## src/rtl/lathe_panel_if.sv

```systemverilog
// rtl/lathe_panel_if.sv - operator panel input conditioning and start/mode/e-stop interlock
// Each raw contact is synchronized and debounced before the sealed-in start FSM sees it.

module lathe_panel_db #(
  parameter int   DB_CYCLES = 1000000,
  parameter logic RST_VAL   = 1'b0
) (
  input  logic clk,
  input  logic reset,
  input  logic ena,
  input  logic din,
  output logic dout
);
  localparam int CW = $clog2(DB_CYCLES) + 1;
  localparam logic [CW-1:0] CNT_LAST = CW'(DB_CYCLES - 1);

  logic          sync1_q, sync1_d;
  logic          sync2_q, sync2_d;
  logic          deb_q, deb_d;
  logic [CW-1:0] cnt_q, cnt_d;

  // Counter only runs while the synchronized level disagrees with the filtered one.
  always_comb begin
    sync1_d = din;
    sync2_d = sync1_q;
    deb_d   = deb_q;
    cnt_d   = '0;
    if (sync2_q != deb_q) begin
      if (cnt_q == CNT_LAST) begin
        deb_d = sync2_q;
      end else begin
        cnt_d = cnt_q + 1'b1;
      end
    end
  end

  always_ff @(posedge clk or posedge reset) begin
    if (reset) begin
      sync1_q <= RST_VAL;
      sync2_q <= RST_VAL;
      deb_q   <= RST_VAL;
      cnt_q   <= '0;
    end else if (ena) begin
      sync1_q <= sync1_d;
      sync2_q <= sync2_d;
      deb_q   <= deb_d;
      cnt_q   <= cnt_d;
    end
  end

  assign dout = deb_q;
endmodule

module lathe_panel_if #(
  parameter int DB_CYCLES = 1000000
) (
  input  logic       clk,
  input  logic       reset,
  input  logic       ena,
  input  logic       start_pb,
  input  logic       stop_pb,
  input  logic       estop_n,
  input  logic       sel_auto,
  input  logic       sel_man,
  input  logic       control_fb,
  output logic       start_o,
  output logic       auto_o,
  output logic       man_o,
  output logic       fault,
  output logic       run_lamp,
  output logic [1:0] state
);
  typedef enum logic [1:0] {
    S_IDLE  = 2'b00,
    S_RUN   = 2'b01,
    S_FAULT = 2'b10
  } state_t;

  logic db_start, db_stop, db_estop_n, db_auto, db_man;

  lathe_panel_db #(.DB_CYCLES(DB_CYCLES), .RST_VAL(1'b0)) u_db_start (
    .clk(clk), .reset(reset), .ena(ena), .din(start_pb), .dout(db_start)
  );
  lathe_panel_db #(.DB_CYCLES(DB_CYCLES), .RST_VAL(1'b0)) u_db_stop (
    .clk(clk), .reset(reset), .ena(ena), .din(stop_pb), .dout(db_stop)
  );
  lathe_panel_db #(.DB_CYCLES(DB_CYCLES), .RST_VAL(1'b1)) u_db_estop (
    .clk(clk), .reset(reset), .ena(ena), .din(estop_n), .dout(db_estop_n)
  );
  lathe_panel_db #(.DB_CYCLES(DB_CYCLES), .RST_VAL(1'b0)) u_db_auto (
    .clk(clk), .reset(reset), .ena(ena), .din(sel_auto), .dout(db_auto)
  );
  lathe_panel_db #(.DB_CYCLES(DB_CYCLES), .RST_VAL(1'b0)) u_db_man (
    .clk(clk), .reset(reset), .ena(ena), .din(sel_man), .dout(db_man)
  );

  state_t state_q, state_d;
  logic   start_q, start_d;
  logic   auto_q, auto_d;
  logic   man_q, man_d;
  logic   fault_q, fault_d;
  logic   run_lamp_q, run_lamp_d;
  logic   start_prev_q, start_prev_d;

  logic start_rise, mode_ok, mode_chg;

  assign start_rise = db_start & ~start_prev_q;
  assign mode_ok    = db_auto ^ db_man;
  // auto_q/man_q double as the latched mode: they are only nonzero in RUN.
  assign mode_chg   = ({db_auto, db_man} != {auto_q, man_q});

  always_comb begin
    state_d      = state_q;
    auto_d       = auto_q;
    man_d        = man_q;
    start_prev_d = db_start;
    run_lamp_d   = start_q & control_fb;
    case (state_q)
      S_IDLE: begin
        if (!db_estop_n || (db_auto && db_man)) begin
          state_d = S_FAULT;
        end else if (start_rise && mode_ok && !db_stop) begin
          state_d = S_RUN;
          auto_d  = db_auto;
          man_d   = db_man;
        end
      end
      S_RUN: begin
        if (!db_estop_n) begin
          state_d = S_FAULT;
        end else if (db_stop || mode_chg) begin
          state_d = S_IDLE;
        end
      end
      S_FAULT: begin
        if (db_estop_n && !db_start && db_stop) begin
          state_d = S_IDLE;
        end
      end
      default: state_d = S_IDLE;
    endcase
    if (state_d != S_RUN) begin
      auto_d = 1'b0;
      man_d  = 1'b0;
    end
    start_d = (state_d == S_RUN);
    fault_d = (state_d == S_FAULT);
  end

  always_ff @(posedge clk or posedge reset) begin
    if (reset) begin
      state_q      <= S_IDLE;
      start_q      <= 1'b0;
      auto_q       <= 1'b0;
      man_q        <= 1'b0;
      fault_q      <= 1'b0;
      run_lamp_q   <= 1'b0;
      start_prev_q <= 1'b0;
    end else if (ena) begin
      state_q      <= state_d;
      start_q      <= start_d;
      auto_q       <= auto_d;
      man_q        <= man_d;
      fault_q      <= fault_d;
      run_lamp_q   <= run_lamp_d;
      start_prev_q <= start_prev_d;
    end
  end

  assign start_o  = start_q;
  assign auto_o   = auto_q;
  assign man_o    = man_q;
  assign fault    = fault_q;
  assign run_lamp = run_lamp_q;
  assign state    = state_q;
endmodule

```

## config.mk

```make
export PLATFORM = sky130hd
export DESIGN_NAME = lathe_panel_if
export DESIGN_NICKNAME = d
export VERILOG_FILES = /design/src/rtl/lathe_panel_if.sv
export SDC_FILE = /design/constraint.sdc
export NUM_CORES = 1
export LEC_CHECK = 0
export ABC_AREA = 0
export CAP_MARGIN = 25
export CORE_UTILIZATION = 40
export CTS_BUF_LIST = sky130_fd_sc_hd__clkbuf_2 sky130_fd_sc_hd__clkbuf_4 sky130_fd_sc_hd__clkbuf_8
export DETAILED_ROUTE_END_ITERATION = 10
export SKIP_CTS_REPAIR_TIMING = 1
export SLEW_MARGIN = 20
export SYNTH_ARGS = -nofsm -noshare
export SYNTH_HDL_FRONTEND = slang
export SYNTH_SLANG_ARGS = --single-unit
export TNS_END_PERCENT = 5
```

## constraint.sdc

```tcl
create_clock -name clk -period 3.8 [get_ports clk]
set_input_delay 0.57 -clock clk [delete_from_list [all_inputs] [get_ports clk]]
set_output_delay 0.57 -clock clk [all_outputs]
set_load 0.03 [all_outputs]
```

# --- After elaboration in Yosys (flattened, before gate mapping) ---
# Cells that the tools add are included.
classes:
  addsub: 5
  eq_ne: 17
  n_mux: 24
  bitwise: 4
  reduce_logical: 19
ops:
  columns: ["op", "count"]
  rows:
  - ["$mux W21", 10]
  - ["$add A21 B1 Y21 const B", 5]
  - ["$eq A21 B20 Y1 const B", 5]
  - ["$reduce_and A3 Y1", 5]
  - ["$mux W2", 5]
  - ["$mux W1", 8]
  - ["$pmux W2 S3", 1]
  - ["$logic_and A1 B1 Y1", 5]
  - ["$ne A1 B1 Y1", 5]
  - ["$eq A2 B1 Y1 const B", 2]
  - ["$eq A2 B2 Y1 const B", 2]
  - ["$ne A2 B1 Y1 const B", 2]
  - ["$reduce_and A4 Y1", 1]
  - ["$reduce_bool A2 Y1", 2]
  - ["$logic_not A1 Y1", 3]
  - ["$and A1 B1 Y1", 2]
  - ["$logic_not A2 Y1", 1]
  - ["$logic_or A1 B1 Y1", 2]
  - ["$ne A2 B2 Y1", 1]
  - ["$not A1 Y1", 1]
  - ["$xor A1 B1 Y1", 1]
totals:
  regBits: 128
  in_bits: 9
  output_inout_bits: 7
  word_cells: 96

# --- Depth between registers and ports, before layout ---
depth:
  depth_word: 10
  ltp_mapped: 8
  depth_no_buf: 6

# --- Hierarchy ---
# From an unflattened synthesis, not the netlist that was laid out.
hier_totals:
  cells_unflattened: 806
  area_unflattened_um2: 7588.5
modules_own_cells:
  columns: ["module", "n_inst", "cells_per_inst", "area_per_inst_um2", "seq_area_each_um2"]
  rows:
  - ["lathe_panel_db (u_db_auto ...)", 4, 154, 1435.1, 600.6]
  - ["lathe_panel_db (u_db_estop)", 1, 154, 1438.9, 604.3]
  - ["lathe_panel_if", 1, 36, 409.1, 200.2]

# --- Worst setup path before layout ---
# Ideal clock, no wire load.
synth_path:
  path_kind: "register -> register"
  from: "register u_db_auto.cnt_q[0]"
  to: "register u_db_auto.cnt_q[11]"
  setup_ns: 0.119
  arrival_ns: 1.941
  t_required_ns: 3.681
  slack_ns: 1.740
  stages_incl_launch_ff: 9
  n_path_buf: 2
  period_less_slack_ns: 2.060
  path_cell_list: "dfrtp_1 > ha_1 > nand3_1 > or3_4 > o41ai_4 > and2_1 > buf_6 > buf_12 > nor2_1"
synth_via:
  elab_chain_len: 3
  word_cells_on_any_way: 4
  cone_classes: "add/sub (1); eq/ne (1); mux (2)"
synth_rtl:
  columns: ["item", "line_no", "source"]
  rows:
  - ["start, declared", "20", "logic [CW-1:0] cnt_q, cnt_d;"]
  - ["start signal, assigned", "47", "cnt_q <= cnt_d;"]
  - ["$add A21 B1 Y21 / $eq A21 B20 Y1 (equally long branches)", "32, 29", null]
  - ["$mux W21 *", "29", "if (cnt_q == CNT_LAST) begin"]
  - ["$mux W21 *", "28", "if (sync2_q != deb_q) begin"]
# Mark *: on every way between the ends. The rest lies on a longest branch, timed or not.
# A chain may end at the register's enable or synchronous reset.

# --- Final worst setup path ---
layout_path:
  from: "register u_db_auto.cnt_q[1]"
  to: "register u_db_auto.cnt_q[13]"
# Same word-level chain as after synthesis.

==> flow_summary_export.csv <==
group,metric,value,unit
logic_synthesis,yosysTopAreaCell,"dfrtp_1",
die,die_area,16600,um2
sta,skew,0.0104,ns
route,drt_first_pass_iters,5,
critical_path,worstSetupStartpointType,"flip-flop",
clock_network,cts_max_level,4,
placed_design,dp.cells,873,
cells_and_area,nets,691,
sta,slew_headroom,43.8,%
route,drt-total-wl,12500,um
sta,finalCritPeriodShare,64.2,%
run_status,status,"complete, no violations",
route,via_per_inst,5.22,
pwr,leakage,3.04,nW
grt,grt_antenna_before_repair,0,
logic_synthesis,syn_avg_cell_area,9.81,um2
grt,grt_start_max_net_pins,49,
critical_path,crit_type,"reg -> reg",
route,vias,4720,
logic_synthesis,syn_nets,673,
logic_synthesis,dominantRegCellSynth,"dfrtp_1",
pwr,comb_power_share,7.4,%
route,dr.first_iter.drc_count,260,
logic_synthesis,netlist_top_cells_count,"125 x dfrtp_1, 111 x nor2_1, 51 x nand2_1, 46 x nand3_1, 45 x xnor2_1",
grt,grtUsageTotal,16.7,%
die,dieHeight,129,um
clock_network,cts_buffers,17,
sta,hold_viol,0,
sta,min_period,2.44,ns
die,die_w,129,um
route,wl_per_cell,13.8,um
logic_synthesis,synth_area,6450,um2
critical_path,crit_path_max_fanout,16,
clock_network,clk_path_buf_depth,2,
sta,setup_viol,0,
clock_network,root_buffer,"clkbuf_8",
grt,grt-ovfl-total,0,
cells_and_area,final_cells,904,
pwr,p_switching,719,uW
cells_and_area,areaGrowthSynthToFinish,12.4,%
logic_synthesis,yosysMostFrequentCell,"dfrtp_1",
logic_synthesis,ys_ff_latch,128,
pwr,peakVddDrop,0.243,mV
cells_and_area,nFillCells,1529,
sta,tns,0,ns
logic_synthesis,yosysWarnings,0,
sta,rsz0062_at_grt,"no",
pwr,intPower,2.25,mW
logic_synthesis,synth_cells,658,
logic_synthesis,synthArstFlopShare,100,%
die,start_util,40.8,%
pwr,powerDensity,410,nW/um2
sta,tightest_slew,0.841,ns
critical_path,end_kind,"flip-flop",
clock_network,clkTransAtPathRegs,0.08,ns
sta,drv_slew,0,
critical_path,max_stage_delay,0.54,ns
run,drv_cap,0,
critical_path,required,4.12,ns
grt,grt_pass1_wl,22000,um
cells_and_area,antenna_cells,0,
logic_synthesis,synth_area_leaders,"dfrtp_1 48%, nor2_1 6.5%, xnor2_1 6.1%",
critical_path,crit_chain,"ha_1 -> nand3_1 -> or3_4 -> o41ai_4 -> and2_1 -> nor2_1",
clock_network,cts_sinks,128,
route,drtAntennaViolNets,0,
critical_path,cpMaxStageDelayCell,"and2_1",
logic_synthesis,ys_seq_area_share,49.7,%
logic_synthesis,ys_types,55,
pwr,total_power,2.97,mW
clock_network,cts_tree,"done",
die,ios,16,
placed_design,gp_congestion,0.810,
cells_and_area,post-route-util,45.8,%
sta,max_freq,410,MHz
cells_and_area,drive_gt1_share,10.0,%
clock_network,clkLatencyLatePin,0.45,ns
critical_path,arrival,2.76,ns
die,row_count,46,
route,drc,0,
pwr,p_clk_share,42.9,%
pwr,seqPwrFrac,49.7,%
logic_synthesis,yosysTopAreaCellShare,48.5,%
grt,grt_pass1_vias,4684,
placed_design,hpwlAfterDp,8470,um
die,core-area,15800,um2
placed_design,portBuffers,15,
pwr,swShare,24.2,%
logic_synthesis,synth_edf_count,0,
min_path,holdCritPathClass,"reg -> reg",
-- path summary, 6_finish.rpt --
kind / slack (ns) / start / end / cells past startpoint
worst max register to register: 1.36 / u_db_auto.cnt_q[1] / u_db_auto.cnt_q[13] / 6
worst min-delay path: 0.50 / fault / fault / 2
worst max-delay path: 1.36 / u_db_auto.cnt_q[1] / u_db_auto.cnt_q[13] / 6
max in group asynchronous: 2.42 / reset / u_db_estop.dout / 3
min in group asynchronous: 0.63 / reset / fault / 2
worst min register to register: 0.50 / fault / fault / 2
-- cell usage in the layout, fill, tap and decap left out, types with 3 or more instances in the layout --
| cell type | instances |
|---|---|
| dfrtp_1 | 125 |
| nor2_1 | 111 |
| nand2_1 | 51 |
| nand3_1 | 46 |
| xnor2_1 | 45 |
| xor2_1 | 39 |
| nand4_1 | 27 |
| o21ai_0 | 23 |
| mux2_2 | 20 |
| clkbuf_8 | 19 |
| nor3_1 | 18 |
| and3_1 | 16 |
| clkdlybuf4s50_1 | 14 |
| nor4_1 | 13 |
| inv_1 | 12 |
| nor4b_1 | 8 |
| and4_1 | 8 |
| a21oi_1 | 7 |
| o2bb2ai_1 | 6 |
| ha_1 | 6 |
| nor2b_1 | 5 |
| nand2b_1 | 4 |
| a21o_1 | 4 |
| o31ai_1 | 4 |
| clkinvlp_4 | 4 |
| bufinv_16 | 4 |
| clkinv_2 | 4 |
| and2_1 | 3 |
| or4_1 | 3 |
| dfstp_2 | 3 |
-- registers in the layout (all words and copies together) (netlist names), 2 cells and up --
register and count:
state 2, u_db_stop.cnt_q 21, u_db_start.cnt_q 21, u_db_auto.cnt_q 21, u_db_estop.cnt_q 21, u_db_man.cnt_q 21
-- through the flow --
stage / cell area, um2 / setup slack [ns] / hold WS, ns
floorplan: 6460 / 1.65 / 0.475
global placement: 6820 / 1.26 / 0.484
detailed placement: 6820 / 1.19 / 0.492
CTS: 7250 / 1.34 / 0.508
global route: 7250 / 1.14 / 0.531
finish: 7250 / 1.36 / 0.495
-- power groups by stage --
stage	Clock (mW)	Combinational [mW]	Sequential [mW]
after floorplan	0	0.180	1.49
after global placement	0	0.218	1.50
after detailed placement	0	0.224	1.50
after CTS	1.31	0.225	1.48
after global routing	1.37	0.255	1.49
final	1.27	0.220	1.48
-- worst max-delay path: cells and delay by family (launching register included) --
| family | cells | cell delay, ns |
|---|---|---|
| and+or+nand+nor | 4 | 1.17 |
| AOI/OAI and AO/OA | 1 | 0.48 |
| DFF | 1 | 0.41 |
| adders and majority gates | 1 | 0.24 |
-- routing by layer --
| metal | part of all wire (%) | wire [um] | vias to the layer above | global-route usage [%] |
|---|---|---|---|---|
| li1 | - | - | 2333 | - |
| met1 | 49 | 6050 | 2326 | 21.6 |
| met2 | 47 | 5900 | 45 | 26.9 |
| met3 | 2.3 | 289 | 16 | 3.72 |
| met4 | 1.7 | 216 | 0 | 7.68 |
| met5 | 0 | 0 | - | 0 |
-- cell type report --
type,instances,area (um2),area share (%)
repair buffers,19,200,2.76
flip-flops and latches,128,3210,44.2
multi-input cells,497,3090,42.6
clock inverters,11,163,2.24
inverters,13,52.6,0.725
clock buffers,20,269,3.71
well taps,216,270,3.73
-- cell families (layout without fill, tap and decap cells) --
logic type | Yosys count | in the layout | synth area share, %
buf+inv | 33 | 63 | 2.40
flops | 128 | 128 | 49.7
mux | 21 | 21 | 3.64
xor+xnor | 84 | 84 | 11.4
simple gates | 328 | 328 | 25.5
compound gates | 58 | 58 | 6.22
fa+ha+maj | 6 | 6 | 1.16
No activity file was read; power rests on OpenSTA's default activity.
